==> src/rtl/key_pkg.sv <==
// Shared types and sizing helper for the multi-channel key conditioner.
`default_nettype none

package key_pkg;

   typedef enum logic [1:0] {
      IDLE   = 2'd0,
      HELD   = 2'd1,
      REL_DB = 2'd2
   } key_state_e;

   function automatic int cnt_width(input int max_val);
      return (max_val < 1) ? 1 : $clog2(max_val + 1);
   endfunction

endpackage

`default_nettype wire

==> src/rtl/key_channel.sv <==
// One key: 2-flop synchronizer, debounce/hold FSM, long-press and auto-repeat timers.
`default_nettype none

module key_channel
   import key_pkg::*;
#(
   parameter int DEBOUNCE_CNT = 15,
   parameter int LONG_CNT     = 1000,
   parameter int REPEAT_CNT   = 200,
   parameter int REPEAT_EN    = 1
) (
   input  logic key_clk,
   input  logic key_rst_n,
   input  logic key_raw,
   output logic key_level,
   output logic key_press,
   output logic key_release,
   output logic key_long,
   output logic key_repeat
);

   localparam int DW = cnt_width(DEBOUNCE_CNT);
   localparam int HW = cnt_width(LONG_CNT);
   localparam int RW = cnt_width(REPEAT_CNT);

   localparam logic [DW-1:0] DB_MAX   = DW'(DEBOUNCE_CNT);
   localparam logic [DW-1:0] DB_LAST  = DW'(DEBOUNCE_CNT - 1);
   localparam logic [HW-1:0] LONG_MAX = HW'(LONG_CNT);
   localparam logic [RW-1:0] REP_LAST = RW'(REPEAT_CNT - 1);

   logic [1:0]    sync_q;
   key_state_e    state, state_nx;
   logic [DW-1:0] db_cnt, db_nx;
   logic [HW-1:0] hold_cnt, hold_nx;
   logic [RW-1:0] rep_cnt, rep_nx;
   logic          level_nx, press_nx, release_nx, long_nx, repeat_nx;
   logic          sample_low;

   assign sample_low = ~sync_q[1];

   always_ff @(posedge key_clk or negedge key_rst_n) begin
      if (!key_rst_n) begin
         sync_q      <= 2'b11;
         state       <= IDLE;
         db_cnt      <= '0;
         hold_cnt    <= '0;
         rep_cnt     <= '0;
         key_level   <= 1'b0;
         key_press   <= 1'b0;
         key_release <= 1'b0;
         key_long    <= 1'b0;
         key_repeat  <= 1'b0;
      end else begin
         sync_q      <= {sync_q[0], key_raw};
         state       <= state_nx;
         db_cnt      <= db_nx;
         hold_cnt    <= hold_nx;
         rep_cnt     <= rep_nx;
         key_level   <= level_nx;
         key_press   <= press_nx;
         key_release <= release_nx;
         key_long    <= long_nx;
         key_repeat  <= repeat_nx;
      end
   end

   always_comb begin
      state_nx   = state;
      db_nx      = db_cnt;
      hold_nx    = hold_cnt;
      rep_nx     = rep_cnt;
      level_nx   = key_level;
      press_nx   = 1'b0;
      release_nx = 1'b0;
      long_nx    = 1'b0;
      repeat_nx  = 1'b0;
      case (state)
         IDLE: begin
            if (!sample_low) begin
               db_nx = '0;
            end else if (db_cnt == DB_MAX) begin
               press_nx = 1'b1;
               level_nx = 1'b1;
               db_nx    = '0;
               hold_nx  = '0;
               rep_nx   = '0;
               state_nx = HELD;
            end else begin
               db_nx = db_cnt + DW'(1);
            end
         end
         HELD: begin
            // Timers still tick on the cycle that first sees the key high.
            if (hold_cnt != LONG_MAX) begin
               hold_nx = hold_cnt + HW'(1);
               long_nx = (hold_nx == LONG_MAX);
            end else if (REPEAT_EN != 0) begin
               if (rep_cnt == REP_LAST) begin
                  rep_nx    = '0;
                  repeat_nx = 1'b1;
               end else begin
                  rep_nx = rep_cnt + RW'(1);
               end
            end
            if (!sample_low) begin
               db_nx    = '0;
               state_nx = REL_DB;
            end
         end
         REL_DB: begin
            // The HELD exit already consumed one high sample, so stop one short.
            if (sample_low) begin
               db_nx    = '0;
               state_nx = HELD;
            end else if (db_cnt == DB_LAST) begin
               release_nx = 1'b1;
               level_nx   = 1'b0;
               db_nx      = '0;
               state_nx   = IDLE;
            end else begin
               db_nx = db_cnt + DW'(1);
            end
         end
         default: state_nx = IDLE;
      endcase
   end

endmodule

`default_nettype wire

==> src/rtl/key_debounce_multi.sv <==
// N_KEYS independent key conditioners with press/release/long/repeat events.
`default_nettype none

module key_debounce_multi
   import key_pkg::*;
#(
   parameter int N_KEYS       = 4,
   parameter int DEBOUNCE_CNT = 15,
   parameter int LONG_CNT     = 1000,
   parameter int REPEAT_CNT   = 200,
   parameter int REPEAT_EN    = 1
) (
   input  logic              key_clk,
   input  logic              key_rst_n,
   input  logic [N_KEYS-1:0] key_in,
   output logic [N_KEYS-1:0] key_level,
   output logic [N_KEYS-1:0] key_press,
   output logic [N_KEYS-1:0] key_release,
   output logic [N_KEYS-1:0] key_long,
   output logic [N_KEYS-1:0] key_repeat
);

   generate
      if (N_KEYS < 1) begin : g_bad_n_keys
         $fatal(1, "key_debounce_multi: N_KEYS must be >= 1");
      end
      if (DEBOUNCE_CNT < 1) begin : g_bad_debounce
         $fatal(1, "key_debounce_multi: DEBOUNCE_CNT must be >= 1");
      end
      if (LONG_CNT < 1) begin : g_bad_long
         $fatal(1, "key_debounce_multi: LONG_CNT must be >= 1");
      end
      if (REPEAT_CNT < 1) begin : g_bad_repeat
         $fatal(1, "key_debounce_multi: REPEAT_CNT must be >= 1");
      end
      if (REPEAT_EN != 0 && REPEAT_EN != 1) begin : g_bad_repeat_en
         $fatal(1, "key_debounce_multi: REPEAT_EN must be 0 or 1");
      end

      for (genvar i = 0; i < N_KEYS; i++) begin : g_ch
         key_channel #(
            .DEBOUNCE_CNT (DEBOUNCE_CNT),
            .LONG_CNT     (LONG_CNT),
            .REPEAT_CNT   (REPEAT_CNT),
            .REPEAT_EN    (REPEAT_EN)
         ) u_channel (
            .key_clk     (key_clk),
            .key_rst_n   (key_rst_n),
            .key_raw     (key_in[i]),
            .key_level   (key_level[i]),
            .key_press   (key_press[i]),
            .key_release (key_release[i]),
            .key_long    (key_long[i]),
            .key_repeat  (key_repeat[i])
         );
      end
   endgenerate

endmodule

`default_nettype wire

==> config.mk <==
export PLATFORM = sky130hd
export DESIGN_NAME = key_debounce_multi
export DESIGN_NICKNAME = d
export VERILOG_FILES = /design/src/rtl/key_pkg.sv /design/src/rtl/key_channel.sv /design/src/rtl/key_debounce_multi.sv
export SDC_FILE = /design/constraint.sdc
export NUM_CORES = 1
export LEC_CHECK = 0
export CAP_MARGIN = 20
export CORE_AREA = 2 2 133 135
export DETAILED_ROUTE_END_ITERATION = 6
export DIE_AREA = 0 0 135 137
export SLEW_MARGIN = 20
export SYNTH_ARGS = -nofsm -noshare
export SYNTH_HDL_FRONTEND = slang
export SYNTH_SLANG_ARGS = --single-unit
==> constraint.sdc <==
create_clock -name key_clk -period 3.1 [get_ports key_clk]
set_input_delay 0.31 -clock key_clk [delete_from_list [all_inputs] [get_ports key_clk]]
set_output_delay 0.31 -clock key_clk [all_outputs]
set_load 0.1 [all_outputs]
==> flow_summary.json <==
{
  "p_leak_nw": 3.51,
  "r2r_slack_ns": 0.66,
  "endpoint": "g_ch[1].u_channel.hold_cnt[2]",
  "worst_pin_slew_ns": 0.980,
  "track_usage": 0.168,
  "drt_pass1_iterations": 6,
  "clockBufferDepth": 2,
  "status": "complete, no violations",
  "post_cts_resized": 0,
  "crit_chain": "ha_1, nand3_1, o21ai_0, o311a_1, or2b_1, a31oi_1",
  "io_pins": 26,
  "routed_via_density": 5.66,
  "hp-class": "in2reg",
  "finalHoldViolCount": 0,
  "pre_cts_ws_ns": 0.713,
  "dp_hpwl_mm": 10.0,
  "path_clk_slew_ns": 0.06,
  "syn_area_um2": 7250,
  "worstRegToRegCells": 6,
  "async_reset_ff_frac": 1.00,
  "wl_met2_mm": 6.97,
  "antenna_cells": 0,
  "cp.arrival_ns": 2.78,
  "crit_required_ns": 3.44,
  "maxSlewHeadroom": 0.344,
  "yosys_most_used_dff": "dfrtp_1",
  "drcViolationCount": 0,
  "yosysSeqAreaShare": 0.429,
  "worst_setup_path_start_kind": "register",
  "crit_slowest_cell": "o311a_1",
  "grt_pass1_vias": 5511,
  "hold_ws_ns": 0.307,
  "syn2layout_area_growth_pct": 13.2,
  "antenna_found_initial": 0,
  "synth_cells": 806,
  "ir_drop_v": 0.000421,
  "grt_start_max_net_pins": 81,
  "ys.warnings.count": 0,
  "r2r_end": "g_ch[1].u_channel.hold_cnt[2]",
  "grt_pass1_wl_mm": 25.4,
  "rr_startpoint": "g_ch[1].u_channel.db_cnt[0]",
  "grt_overflow": 0,
  "drt_wl_total_mm": 15.0,
  "setup_violations": 0,
  "worst-path-max-fanout": 17,
  "numCtsBuffers": 17,
  "crit_type": "reg2reg",
  "portBuffers": 25,
  "synth_edf_count": 0,
  "p_per_area_nw_per_um2": 747,
  "ant_nets": 0,
  "start_util": 0.425,
  "die_area_um2": 18500,
  "synth_cell_types": 70,
  "clkSinkCount": 124,
  "tns_ns": 0,
  "ctsRootBufferMaster": "clkbuf_16",
  "finalCritPeriodShare": 0.788,
  "syn_avg_cell_area_um2": 9.00,
  "top_layer": "met4",
  "drive_gt1_frac": 0.0876,
  "wl_met3_um": 530,
  "timing.final.ws_setup_ns": 0.658,
  "mostFrequentLayoutCell": "dfrtp_1",
  "startpoint": "g_ch[1].u_channel.db_cnt[0]",
  "fin_nets": 859,
  "max_freq_mhz": 410,
  "dp.cells": 1015,
  "rows": 48,
  "maxSlewViolCount": 0,
  "rsz0062_at_grt": "no",
  "cts_tree": "done",
  "worstSetupEndpointType": "register",
  "synthesis.nets": 855,
  "min_period_ns": 2.44,
  "coreArea_um2": 17100,
  "most-common-layout-cells": "dfrtp_1, nand2_1, o21ai_0",
  "drv_cap": 0,
  "fin_skew_ns": 0.00562,
  "nFillCells": 1598,
  "place_congestion": 0.852,
  "die_w_um": 135,
  "h-tree-depth": 4,
  "drt_iter0_drc": 449,
  "die_y_um": 137,
  "stdcell_count": 1047,
  "synth-seq-cells": 124,
  "routedWlPerCell_um": 14.4,
  "wl_met1_mm": 7.32,
  "clkLatencyLatePin_ns": 0.41,
  "slowest_delay_ns": 0.63,
  "postLayoutCoreUtil": 0.482,
  "num_vias": 5926
}
==> synthesized netlist by cell type, drive strengths merged (3+ instances only) <==
cell type  instances  area share
a22o               5      0.0060
nand3             50       0.034
or4b               3      0.0041
nand3b             5      0.0052
ha                43       0.074
nor4b              3      0.0045
a31oi             23       0.020
dfstp              8       0.029
mux2               6      0.0093
inv               33       0.017
a211oi             5      0.0052
mux2i              5      0.0069
a21oi             50       0.034
xor2               4      0.0048
and3              22       0.019
dfrtp            116        0.40
nor2              56       0.029
nand2b             5      0.0043
nand4             23       0.020
nor4               5      0.0043
a21boi             4      0.0041
or3                7      0.0074
nor3              21       0.016
a21o               8      0.0085
nor2b              9      0.0078
clkbuf            18      0.0093
o22ai              4      0.0034
buf               27       0.026
a22oi              3      0.0031
xnor2              5      0.0060
and2              11      0.0095
o21a               4      0.0041
nand2             75       0.039
o21ai             77       0.053
o31ai             21       0.022
or2                8      0.0069
==> worst max-delay path: cells and delay by family (launching register included) <==
| kind | cells | cell delay (ns) |
|---|---|---|
| compound gates | 3 | 1.32 |
| simple gates | 2 | 0.41 |
| flops | 1 | 0.41 |
| fa+ha+maj | 1 | 0.22 |
==> logic make-up after synthesis <==
kind of cell,Yosys count,synth area share
DFF,124,0.429
adders and majority gates,43,0.0742
muxes,11,0.0162
buffers and inverters,78,0.0526
AOI/OAI and AO/OA,224,0.189
xor gates and xnor gates,9,0.0109
and+or+nand+nor,317,0.229
==> routing by layer <==
layer  track usage  vias up
met2         0.263      123
met3        0.0441       19
li1              -     2927
met5             0        -
met4        0.0602        0
met1         0.226     2857
==> what timing repair did <==
action	4_1_cts	5_1_grt
setup buffers	0	0
hold endpoints to repair	42	0
hold buffers	1	0
==> area by class of cell <==
type                            instances  area [um^2]  share of cell area
Inverter                               33          124              0.0151
Clock inverter                         12          195              0.0238
Sequential cell                       124         3110               0.379
Clock buffer                           19          443              0.0539
Multi-Input combinational cell        604         3760               0.458
Tap cell                              225          282              0.0343
Timing Repair Buffer                   30          298              0.0363
==> where the power goes <==
part | internal, mW | leakage, nW | switching (mW)
logic | 0.718 | 1.56 | 1.18
registers | 1.82 | 1.65 | 0.265
clock network | 1.44 | 0.301 | 0.725
==> through the flow <==
step	area, um^2	power (mW)
after detailed placement	7570	3.99
final	8210	6.14
after floorplan	7250	3.52
after CTS	8210	6.20
after global placement	7570	3.89
after global routing	8210	6.57
==> flip-flops by register name, summed over array words and instances (netlist names), 8 cells and up <==
signal                   flops
g_ch.u_channel.hold_cnt     40
g_ch.u_channel.rep_cnt      32
g_ch.u_channel.db_cnt       16
g_ch.u_channel.state         8
g_ch.u_channel.sync_q        8
==> how the worst min path moves through the flow <==
stage	start	endpoint	depth (start not counted)
6_report	key_in[1]	g_ch[1].u_channel.sync_q[0]	1
5_1_grt	key_in[1]	g_ch[1].u_channel.sync_q[0]	1
4_1_cts	key_in[1]	g_ch[1].u_channel.sync_q[0]	1
3_5_place_dp	g_ch[1].u_channel.sync_q[0]	g_ch[1].u_channel.sync_q[1]	0
3_3_place_gp	g_ch[1].u_channel.sync_q[0]	g_ch[1].u_channel.sync_q[1]	0
2_1_floorplan	key_rst_n	g_ch[0].u_channel.db_cnt[0]	0
No activity file was read; power rests on OpenSTA's default activity.
